===== src/rtl/elut_config_writer_pkg.sv =====
// Shared definitions for the ZUMA LUTRAM configuration writer.
//   - FSM state encoding (2 bits)
//   - LUTRAM write-address width
//   - words_per_lut(): configuration words needed to fill one LUT mask
`ifndef ZUMA_LUT_SIZE
`define ZUMA_LUT_SIZE 6
`endif

package elut_config_writer_pkg;

  // LUTRAM address port is always 6 bits wide; narrower LUTs zero-extend.
  localparam int unsigned LutAddrW = 6;

  localparam logic [1:0] StIdle  = 2'd0;
  localparam logic [1:0] StLoad  = 2'd1;
  localparam logic [1:0] StWrite = 2'd2;
  localparam logic [1:0] StDone  = 2'd3;

  function automatic int unsigned words_per_lut(input int unsigned lut_size,
                                                input int unsigned cfg_width);
    return (32'd1 << lut_size) / cfg_width;
  endfunction

endpackage


===== src/rtl/elut_config_writer_if.sv =====
// Bus between the configuration controller and the LUTRAM write column.
//   start            : one-cycle pulse, begins a programming pass
//   cfg_data/valid   : configuration word stream, cfg_ready is the writer's accept
//   lut_a/lut_d      : shared LUTRAM write address / data
//   lut_we           : one-hot write enable, one bit per LUTRAM wrapper
//   busy/done        : pass status
// master = controller/LUTRAM side, slave = writer.
interface elut_config_writer_if
  import elut_config_writer_pkg::*;
#(
  parameter int unsigned CFG_WIDTH = 32,
  parameter int unsigned NUM_LUTS  = 8
);
  logic                 start;
  logic [CFG_WIDTH-1:0] cfg_data;
  logic                 cfg_valid;
  logic                 cfg_ready;
  logic [LutAddrW-1:0]  lut_a;
  logic                 lut_d;
  logic [NUM_LUTS-1:0]  lut_we;
  logic                 busy;
  logic                 done;

  modport master (
    output start, cfg_data, cfg_valid,
    input  cfg_ready, lut_a, lut_d, lut_we, busy, done
  );

  modport slave (
    input  start, cfg_data, cfg_valid,
    output cfg_ready, lut_a, lut_d, lut_we, busy, done
  );
endinterface


===== src/rtl/elut_cfg_shifter.sv =====
// Load/shift register for one configuration word.
//   clk, rst : clock, synchronous active-high reset
//   load_i   : capture data_i and clear the bit counter
//   data_i   : configuration word, bit 0 leaves first
//   shift_i  : shift right by one (zero fill), advance bit counter
//   bit_o    : current bit to be written (register bit 0)
//   last_o   : current bit is the last one of the word
module elut_cfg_shifter #(
  parameter int unsigned CFG_WIDTH = 32
) (
  input  logic                 clk,
  input  logic                 rst,
  input  logic                 load_i,
  input  logic [CFG_WIDTH-1:0] data_i,
  input  logic                 shift_i,
  output logic                 bit_o,
  output logic                 last_o
);
  localparam int unsigned CntW = (CFG_WIDTH > 1) ? $clog2(CFG_WIDTH) : 1;

  logic [CFG_WIDTH-1:0] sreg_q, sreg_d;
  logic [CntW-1:0]      cnt_q, cnt_d;

  always_comb begin
    sreg_d = sreg_q;
    cnt_d  = cnt_q;
    if (load_i) begin
      sreg_d = data_i;
      cnt_d  = '0;
    end else if (shift_i) begin
      // Zero fill leaves the register clear once a word is drained, so the
      // bit output idles low outside write cycles.
      sreg_d = sreg_q >> 1;
      cnt_d  = cnt_q + 1'b1;
    end
  end

  always_ff @(posedge clk) begin
    if (rst) begin
      sreg_q <= '0;
      cnt_q  <= '0;
    end else begin
      sreg_q <= sreg_d;
      cnt_q  <= cnt_d;
    end
  end

  assign bit_o  = sreg_q[0];
  assign last_o = (cnt_q == CntW'(CFG_WIDTH - 1));

endmodule


===== src/rtl/elut_config_writer.sv =====
// Write-side driver for a column of ZUMA LUTRAM wrappers. Serialises each LUT
// mask, one bit per cycle, onto the shared a/d port with a one-hot write enable,
// programming NUM_LUTS wrappers in turn, then pulses done.
//   clk, rst : clock (also the LUTRAM write clock), synchronous active-high reset
//   bus      : slave side of elut_config_writer_if (start, cfg stream, LUT port,
//              busy/done)
module elut_config_writer
  import elut_config_writer_pkg::*;
#(
  parameter int unsigned ZUMA_LUT_SIZE = `ZUMA_LUT_SIZE,
  parameter int unsigned NUM_LUTS      = 8,
  parameter int unsigned CFG_WIDTH     = 32
) (
  input logic                 clk,
  input logic                 rst,
  elut_config_writer_if.slave bus
);
  localparam int unsigned MaskBits = 32'd1 << ZUMA_LUT_SIZE;
  localparam int unsigned IdxW     = (NUM_LUTS > 1) ? $clog2(NUM_LUTS) : 1;

  if (ZUMA_LUT_SIZE < 1 || ZUMA_LUT_SIZE > 6) begin : g_bad_lut_size
    $error("elut_config_writer: ZUMA_LUT_SIZE must be 1..6");
  end
  if (words_per_lut(ZUMA_LUT_SIZE, CFG_WIDTH) * CFG_WIDTH != MaskBits) begin : g_bad_cfg_width
    $error("elut_config_writer: CFG_WIDTH must divide 2**ZUMA_LUT_SIZE");
  end

  logic [1:0]               state_q, state_d;
  logic [ZUMA_LUT_SIZE-1:0] addr_q, addr_d;
  logic [IdxW-1:0]          lut_idx_q, lut_idx_d;
  logic [NUM_LUTS-1:0]      lut_we_q, lut_we_d;
  logic                     cfg_ready_q, cfg_ready_d;
  logic                     busy_q, busy_d;
  logic                     done_q, done_d;

  logic sh_load, sh_shift, sh_bit, sh_last;
  logic lut_end;

  elut_cfg_shifter #(
    .CFG_WIDTH (CFG_WIDTH)
  ) u_shifter (
    .clk     (clk),
    .rst     (rst),
    .load_i  (sh_load),
    .data_i  (bus.cfg_data),
    .shift_i (sh_shift),
    .bit_o   (sh_bit),
    .last_o  (sh_last)
  );

  // Last bit of the mask; the address counter wraps to 0 on the same edge.
  assign lut_end = (addr_q == {ZUMA_LUT_SIZE{1'b1}});

  always_comb begin
    state_d   = state_q;
    addr_d    = addr_q;
    lut_idx_d = lut_idx_q;
    sh_load   = 1'b0;
    sh_shift  = 1'b0;

    case (state_q)
      StIdle: begin
        addr_d    = '0;
        lut_idx_d = '0;
        if (bus.start) state_d = StLoad;
      end
      StLoad: begin
        if (bus.cfg_valid && cfg_ready_q) begin
          sh_load = 1'b1;
          state_d = StWrite;
        end
      end
      StWrite: begin
        sh_shift = 1'b1;
        addr_d   = addr_q + 1'b1;
        if (sh_last) begin
          state_d = StLoad;
          if (lut_end) begin
            if (lut_idx_q == IdxW'(NUM_LUTS - 1)) state_d = StDone;
            else                                  lut_idx_d = lut_idx_q + 1'b1;
          end
        end
      end
      StDone:  state_d = StIdle;
      default: state_d = StIdle;
    endcase

    // Outputs are registered from the next state so they line up with it.
    cfg_ready_d = (state_d == StLoad);
    busy_d      = (state_d == StLoad) || (state_d == StWrite);
    done_d      = (state_d == StDone);
    lut_we_d    = (state_d == StWrite) ? (NUM_LUTS'(1) << lut_idx_d) : '0;
  end

  always_ff @(posedge clk) begin
    if (rst) begin
      state_q     <= StIdle;
      addr_q      <= '0;
      lut_idx_q   <= '0;
      lut_we_q    <= '0;
      cfg_ready_q <= 1'b0;
      busy_q      <= 1'b0;
      done_q      <= 1'b0;
    end else begin
      state_q     <= state_d;
      addr_q      <= addr_d;
      lut_idx_q   <= lut_idx_d;
      lut_we_q    <= lut_we_d;
      cfg_ready_q <= cfg_ready_d;
      busy_q      <= busy_d;
      done_q      <= done_d;
    end
  end

  assign bus.cfg_ready = cfg_ready_q;
  assign bus.lut_a     = LutAddrW'(addr_q);
  assign bus.lut_d     = sh_bit;
  assign bus.lut_we    = lut_we_q;
  assign bus.busy      = busy_q;
  assign bus.done      = done_q;

endmodule


===== src/flat_wrapper.sv =====
// flat-port wrapper written by rule: the top's interface ports become plain ports
module elut_config_writer_flat import elut_config_writer_pkg::*;
#(
  parameter int unsigned ZUMA_LUT_SIZE = `ZUMA_LUT_SIZE,
  parameter int unsigned NUM_LUTS      = 8,
  parameter int unsigned CFG_WIDTH     = 32
)
  (clk, rst, bus_start, bus_cfg_data, bus_cfg_valid, bus_cfg_ready, bus_lut_a, bus_lut_d, bus_lut_we, bus_busy, bus_done);
  elut_config_writer_if #(.CFG_WIDTH(CFG_WIDTH), .NUM_LUTS(NUM_LUTS)) bus_i ();
  input logic clk;
  input logic rst;
  input wire logic [$bits(bus_i.start)-1:0] bus_start;
  input wire logic [$bits(bus_i.cfg_data)-1:0] bus_cfg_data;
  input wire logic [$bits(bus_i.cfg_valid)-1:0] bus_cfg_valid;
  output wire logic [$bits(bus_i.cfg_ready)-1:0] bus_cfg_ready;
  output wire logic [$bits(bus_i.lut_a)-1:0] bus_lut_a;
  output wire logic [$bits(bus_i.lut_d)-1:0] bus_lut_d;
  output wire logic [$bits(bus_i.lut_we)-1:0] bus_lut_we;
  output wire logic [$bits(bus_i.busy)-1:0] bus_busy;
  output wire logic [$bits(bus_i.done)-1:0] bus_done;
  assign bus_i.start = bus_start;
  assign bus_i.cfg_data = bus_cfg_data;
  assign bus_i.cfg_valid = bus_cfg_valid;
  assign bus_cfg_ready = bus_i.cfg_ready;
  assign bus_lut_a = bus_i.lut_a;
  assign bus_lut_d = bus_i.lut_d;
  assign bus_lut_we = bus_i.lut_we;
  assign bus_busy = bus_i.busy;
  assign bus_done = bus_i.done;
  elut_config_writer #(.ZUMA_LUT_SIZE(ZUMA_LUT_SIZE), .NUM_LUTS(NUM_LUTS), .CFG_WIDTH(CFG_WIDTH)) u_core (.clk(clk), .rst(rst), .bus(bus_i));
endmodule

===== config.mk =====
export PLATFORM = sky130hd
export DESIGN_NAME = elut_config_writer_flat
export DESIGN_NICKNAME = d
export VERILOG_FILES = /design/src/rtl/elut_config_writer_pkg.sv /design/src/rtl/elut_config_writer_if.sv /design/src/rtl/elut_cfg_shifter.sv /design/src/rtl/elut_config_writer.sv /design/src/flat_wrapper.sv
export SDC_FILE = /design/constraint.sdc
export NUM_CORES = 1
export LEC_CHECK = 0
export BUFFER_PORTS_ARGS = -buffer_cell sky130_fd_sc_hd__buf_2
export CAP_MARGIN = 10
export CELL_PAD_IN_SITES_DETAIL_PLACEMENT = 2
export CELL_PAD_IN_SITES_GLOBAL_PLACEMENT = 2
export CORE_MARGIN = 5
export CORE_UTILIZATION = 29
export CTS_CLUSTER_SIZE = 25
export DETAILED_ROUTE_END_ITERATION = 8
export GPL_ROUTABILITY_DRIVEN = 0
export PLACE_DENSITY = 0.82
export SKIP_LAST_GASP = 1
export SLEW_MARGIN = 20
export SYNTH_ARGS = -nofsm -noshare
export SYNTH_HDL_FRONTEND = slang
export SYNTH_SLANG_ARGS = --single-unit
export TNS_END_PERCENT = 50

===== constraint.sdc =====
create_clock -name clk -period 2.4 [get_ports clk]
set_input_delay 0.48 -clock clk [delete_from_list [all_inputs] [get_ports clk]]
set_output_delay 0.48 -clock clk [all_outputs]
set_load 0.01 [all_outputs]

Word-level counts from Yosys, hierarchy flattened:

Index checks and enable logic that the tools add are counted.

* register bits after elaboration: 59
* output and inout port bits: 18
* word-level logic and storage cells: 46

* add/sub/neg operators: 3
* eq/ne operators: 9
* shift-type cells: 1
* mux-type cells: 16
* bitwise gates (word level): 1
* reduce and logical (&&, ||, !) cells: 7

Operator list (number)
* $mux 32: 2
* $pmux 6 s2: 1
* $mux 2: 5
* $mux 3: 3
* $eq 2x2->1 const B: 4
* $pmux 2 s4: 1
* $shl 1x3->8 const A: 1
* $add 6x1->6 const B: 1
* $eq 6x6->1 const B: 1
* $pmux 3 s2: 1
* $add 5x1->5 const B: 1
* $eq 5x5->1 const B: 1
* $eq 2x1->1 const B: 2
* $reduce_bool 2->1: 2
* $reduce_or 2->1: 2
* $add 3x1->3 const B: 1
* $eq 3x3->1 const B: 1
* $mux 1: 3
* $logic_not 2->1: 1
* $logic_and 1x1->1: 1
* $logic_or 1x1->1: 1
* $not 1->1: 1

Logic depth before layout (Yosys ltp):

* depth after elaboration: 8
* mapped depth: 12

Hierarchy:

A second synthesis with hierarchy kept.

* cells, all modules: 263
* area, all modules: 2701.3 um^2

Modules (own cells, without submodules)
* elut_cfg_shifter: instances 1, cells an instance 166, area an instance 1722.9 um^2
* elut_config_writer: instances 1, cells an instance 97, area an instance 978.4 um^2

Worst setup path after synthesis:

No wires, ideal clock.

* path type: input-to-reg
* from: input bus_cfg_valid
* to: register u_core.lut_we_q[5], in the netlist u_core.bus.lut_we[5]
* data arrival time: 2.158 ns
* data required time: 2.308 ns
* path slack: 0.150 ns
* stages: 10
* buffers on the path: 3
* path through: and4b_1 clkbuf_1 buf_2 buf_2 a21oi_1 inv_1 ha_1 inv_1 or3_1 nor4_1

* word-level cells in the longest chain between the ends: 6

Ends and longest elaborated chain
* start: declaration: line flat_wrapper.sv:14 `input wire logic [$bits(bus_i.cfg_valid)-1:0] bus_cfg_valid;`
* $logic_and 1x1->1: line elut_config_writer.sv:68 `if (bus.cfg_valid && cfg_ready_q) begin`
* $mux 2: line elut_config_writer.sv:68
* $pmux 2 s4: line elut_config_writer.sv:61 `case (state_q)`
* named net u_core.state_d[1]: line elut_config_writer.sv:28 `logic [1:0] state_q, state_d;`
* $eq 2x2->1: line elut_config_writer.sv:92 `lut_we_d = (state_d == StWrite) ? (NUM_LUTS'(1) << lut_idx_d) : '0;`
* $not 1->1 (no line)
* $reduce_or 2->1 (no line)
* end signal: assignment: line elut_config_writer.sv:108 `lut_we_q <= lut_we_d;`
* end: declaration: line elut_config_writer.sv:31 `logic [NUM_LUTS-1:0] lut_we_q, lut_we_d;`

The timed path passes the listed nets, and every way through them passes these cells.
A chain may end at the register's enable or synchronous reset.

Worst setup path after layout:

* from: register u_core.u_shifter.cnt_q[0]
* to: register u_core.lut_we_q[7], in the netlist u_core.bus.lut_we[7]

* word-level cells in the longest chain between the ends: 6
* elaborated cells on any way between the ends: 9

Ends and longest elaborated chain
* start: declaration: line elut_cfg_shifter.sv:22 `logic [CntW-1:0] cnt_q, cnt_d;`
* start signal: assignment: line elut_cfg_shifter.sv:44 `cnt_q <= cnt_d;`
* $eq 5x5->1: line elut_cfg_shifter.sv:49 `assign last_o = (cnt_q == CntW'(CFG_WIDTH - 1));`
* $mux 2: line elut_config_writer.sv:76 `if (sh_last) begin`
* $pmux 2 s4: line elut_config_writer.sv:61
* named net u_core.state_d[1]: line elut_config_writer.sv:28
* $eq 2x2->1: line elut_config_writer.sv:92
* $not 1->1 (no line)
* $reduce_or 2->1 (no line)

The timed path passes the listed nets, and every way through them passes these cells.

==> results.json <==
{
  "fmax_mhz": 442,
  "cp_data_arrival_time_ns": 2.52,
  "drive_gt1_frac": 0.281,
  "drt.antenna.violating_nets": 0,
  "synth_common_cells": "dfxtp_1 (59), a21oi_1 (36), nand2_1 (36)",
  "num_io_pins": 54,
  "port_buffers": 53,
  "relSlewSlack": 0.640,
  "antenna_found_initial": 0,
  "clk_latency_ns": 0.35,
  "grt_use_met3": 0.0362,
  "cts_buffers": 9,
  "cp_max_fo": 5,
  "setup_viol_count_final": 0,
  "crit_type": "register to register",
  "cp-end-kind": "register",
  "grt.met1_usage": 0.177,
  "cap_viol_max_count": 0,
  "yosysWarnings": 0,
  "first_global_vias": 2468,
  "hold_viol_final": 0,
  "max_stage_delay_ns": 0.41,
  "holdWs_ns": 0.401,
  "ctsLongestPathBuffers": 2,
  "ctsRootBufferMaster": "clkbuf_8",
  "power.density_nw_per_um2": 676,
  "ys_seq_elements": 59,
  "yosysTopAreaCellShare": 0.481,
  "syn-cell-area_um2": 2460,
  "cts.sinks": 59,
  "hpwlAfterDp_um": 4790,
  "dieWidth_um": 102,
  "async_flop_share": 0,
  "yosysUniqueCellTypes": 43,
  "crit_required_ns": 2.65,
  "die_area_um2": 10400,
  "ys_top_cells_by_area": "dfxtp_1 (48%), a22oi_1 (9.8%), a21oi_1 (7.3%)",
  "syn_avg_cell_area_um2": 8.93,
  "startpoint_type": "register",
  "fin_skew_ns": 0.0108,
  "final.min_clock_period_ns": 2.26,
  "initial_utilization": 0.299,
  "crit_chain": "ha_1 > and3_1 > ha_2 > o21ai_1 > a21oi_1 > inv_1 > ha_2 > inv_1 > or3_4 > nor4_2",
  "hold_class": "input port to register",
  "busiest_layer": "met2",
  "fp-row-count": 33,
  "ys.flop_type": "dfxtp_1",
  "yosys.area.top_type": "dfxtp_1",
  "vias_per_cell": 5.14,
  "vias": 2257,
  "drv_slew": 0,
  "grt-ovfl-total": 0,
  "tns_ns": 0,
  "ys_seq_area_frac": 0.481,
  "diodes": 0,
  "netlist_instances": 275,
  "grt_pass1_wl_um": 12100,
  "worst_slew_pin_slew_ns": 0.540,
  "clk_pin_slew_ns": 0.07,
  "yosysMostFrequentCell": "dfxtp_1",
  "fin_nets": 372,
  "cts_tree": "built",
  "fp.coreArea_um2": 8220,
  "cp_slowest_cell": "or3_4",
  "area_growth_pct": 25.4,
  "synth_edf_count": 0,
  "routedWlPerCell_um": 16.1,
  "syn_nets": 318,
  "nFillCells": 945,
  "placed_area_um2": 2850,
  "status": "completed",
  "rsz0062_at_grt": "no",
  "fp.dieH_um": 102,
  "final_area_um2": 3080,
  "drtPass1Iterations": 4,
  "htreeDepth": 3,
  "drc": 0,
  "drtIter0Drc": 108,
  "fin_crit_sh": 0.942,
  "p_leak_nw": 1.18,
  "peakVddDrop_mv": 0.231,
  "met2_usage": 0.254,
  "grt_max_degree": 51,
  "grt_usage": 0.147,
  "wl_um": 7090
}
-- where the power goes --
group / switching [mW] / internal [mW] / leakage, nW / total, mW
Sequential: 0.0170 / 0.999 / 0.478 / 1.02
Clock: 0.439 / 0.484 / 0.0958 / 0.923
Combinational: 0.0815 / 0.0604 / 0.611 / 0.142
Total: 0.538 / 1.54 / 1.18 / 2.08
-- cell type report --
| class | count | area, µm² | area share |
|---|---|---|---|
| multi-input cells | 193 | 1210 | 0.394 |
| flip-flops and latches | 59 | 1180 | 0.384 |
| well taps | 105 | 131 | 0.0427 |
| clock buffers | 9 | 124 | 0.0402 |
| inverters | 3 | 11.3 | 0.00366 |
| clock inverters | 7 | 76.3 | 0.0248 |
| repair buffers | 63 | 340 | 0.111 |
-- kinds of logic after synthesis --
family,share of synthesized area
DFF,0.481
and+or+nand+nor,0.206
muxes,0.00815
AOI/OAI and AO/OA,0.204
adders and majority gates,0.0357
xor gates and xnor gates,0.0285
buffers and inverters,0.0372
-- path summary, 6_finish.rpt --
path                                 end  slack (ns)                       start  cells after the start
max                 u_core.bus.lut_we[7]        0.14   u_core.u_shifter.cnt_q[0]                     10
min          u_core.u_shifter.sreg_q[31]        0.40            bus_cfg_data[31]                      3
max reg2reg         u_core.bus.lut_we[7]        0.14   u_core.u_shifter.cnt_q[0]                     10
min reg2reg   u_core.u_shifter.sreg_q[1]        0.46  u_core.u_shifter.sreg_q[1]                      2
-- flip-flops by register name, indices dropped and copies added (netlist names) --
name and count:
u_core.bus.done 1, u_core.bus.cfg_ready 1, u_core.state_q 2, u_core.bus.lut_we 8, u_core.u_shifter.sreg_q 32, u_core.bus.lut_a 6, u_core.u_shifter.cnt_q 5, u_core.lut_idx_q 3
u_core.bus.busy 1
-- critical path: cells and delay by family (launching register included) --
family / cells / cell delay (ns)
buf+inv: 2 / 0.18
fa+ha+maj: 3 / 0.62
flops: 1 / 0.34
simple gates: 3 / 0.81
compound gates: 2 / 0.22
-- stage by stage --
| step | utilization | power, mW | worst slack (ns) | std cells |
|---|---|---|---|---|
| floorplan | - | 1.11 | 0.150 | 275 |
| finish | 0.375 | 2.08 | 0.139 | 439 |
| detailed placement | 0.347 | 1.18 | 0.0748 | 422 |
| CTS | 0.372 | 2.11 | 0.0310 | 438 |
| global route | 0.375 | 2.17 | 0.00392 | 439 |
| global placement | 0.347 | 1.17 | 0.231 | 422 |
-- per-layer routing --
layer  routed length (µm)  up-vias
li1                     -     1099
met1                 3160     1112
met2                 3580       35
met3                  242       11
met4                  108        0
met5                    0        -
-- repair_timing --
| item | CTS | global route |
|---|---|---|
| hold buffers | 0 | 0 |
| gates resized for setup | 1 | 6 |
| pin swaps | 0 | 1 |
| setup buffers | 0 | 1 |
| gates cloned | 0 | 0 |
| endpoints found under the setup margin | 1 | 8 |
-- layout by cell type, fill, tap and decap left out, types with 3 or more instances in the layout --
master / Yosys / layout
inv_1: 3 / 3
ha_1: 7 / 5
nor2b_1: 4 / 3
buf_4: 0 / 10
a22oi_1: 32 / 32
clkbuf_8: 0 / 9
nand2_1: 36 / 36
xor2_1: 4 / 4
nand3_1: 5 / 5
a21oi_1: 36 / 35
nor3_1: 9 / 9
dfxtp_1: 59 / 58
nor2_1: 19 / 18
xnor2_1: 4 / 4
buf_2: 4 / 53
(Power assumes the default switching activity.)
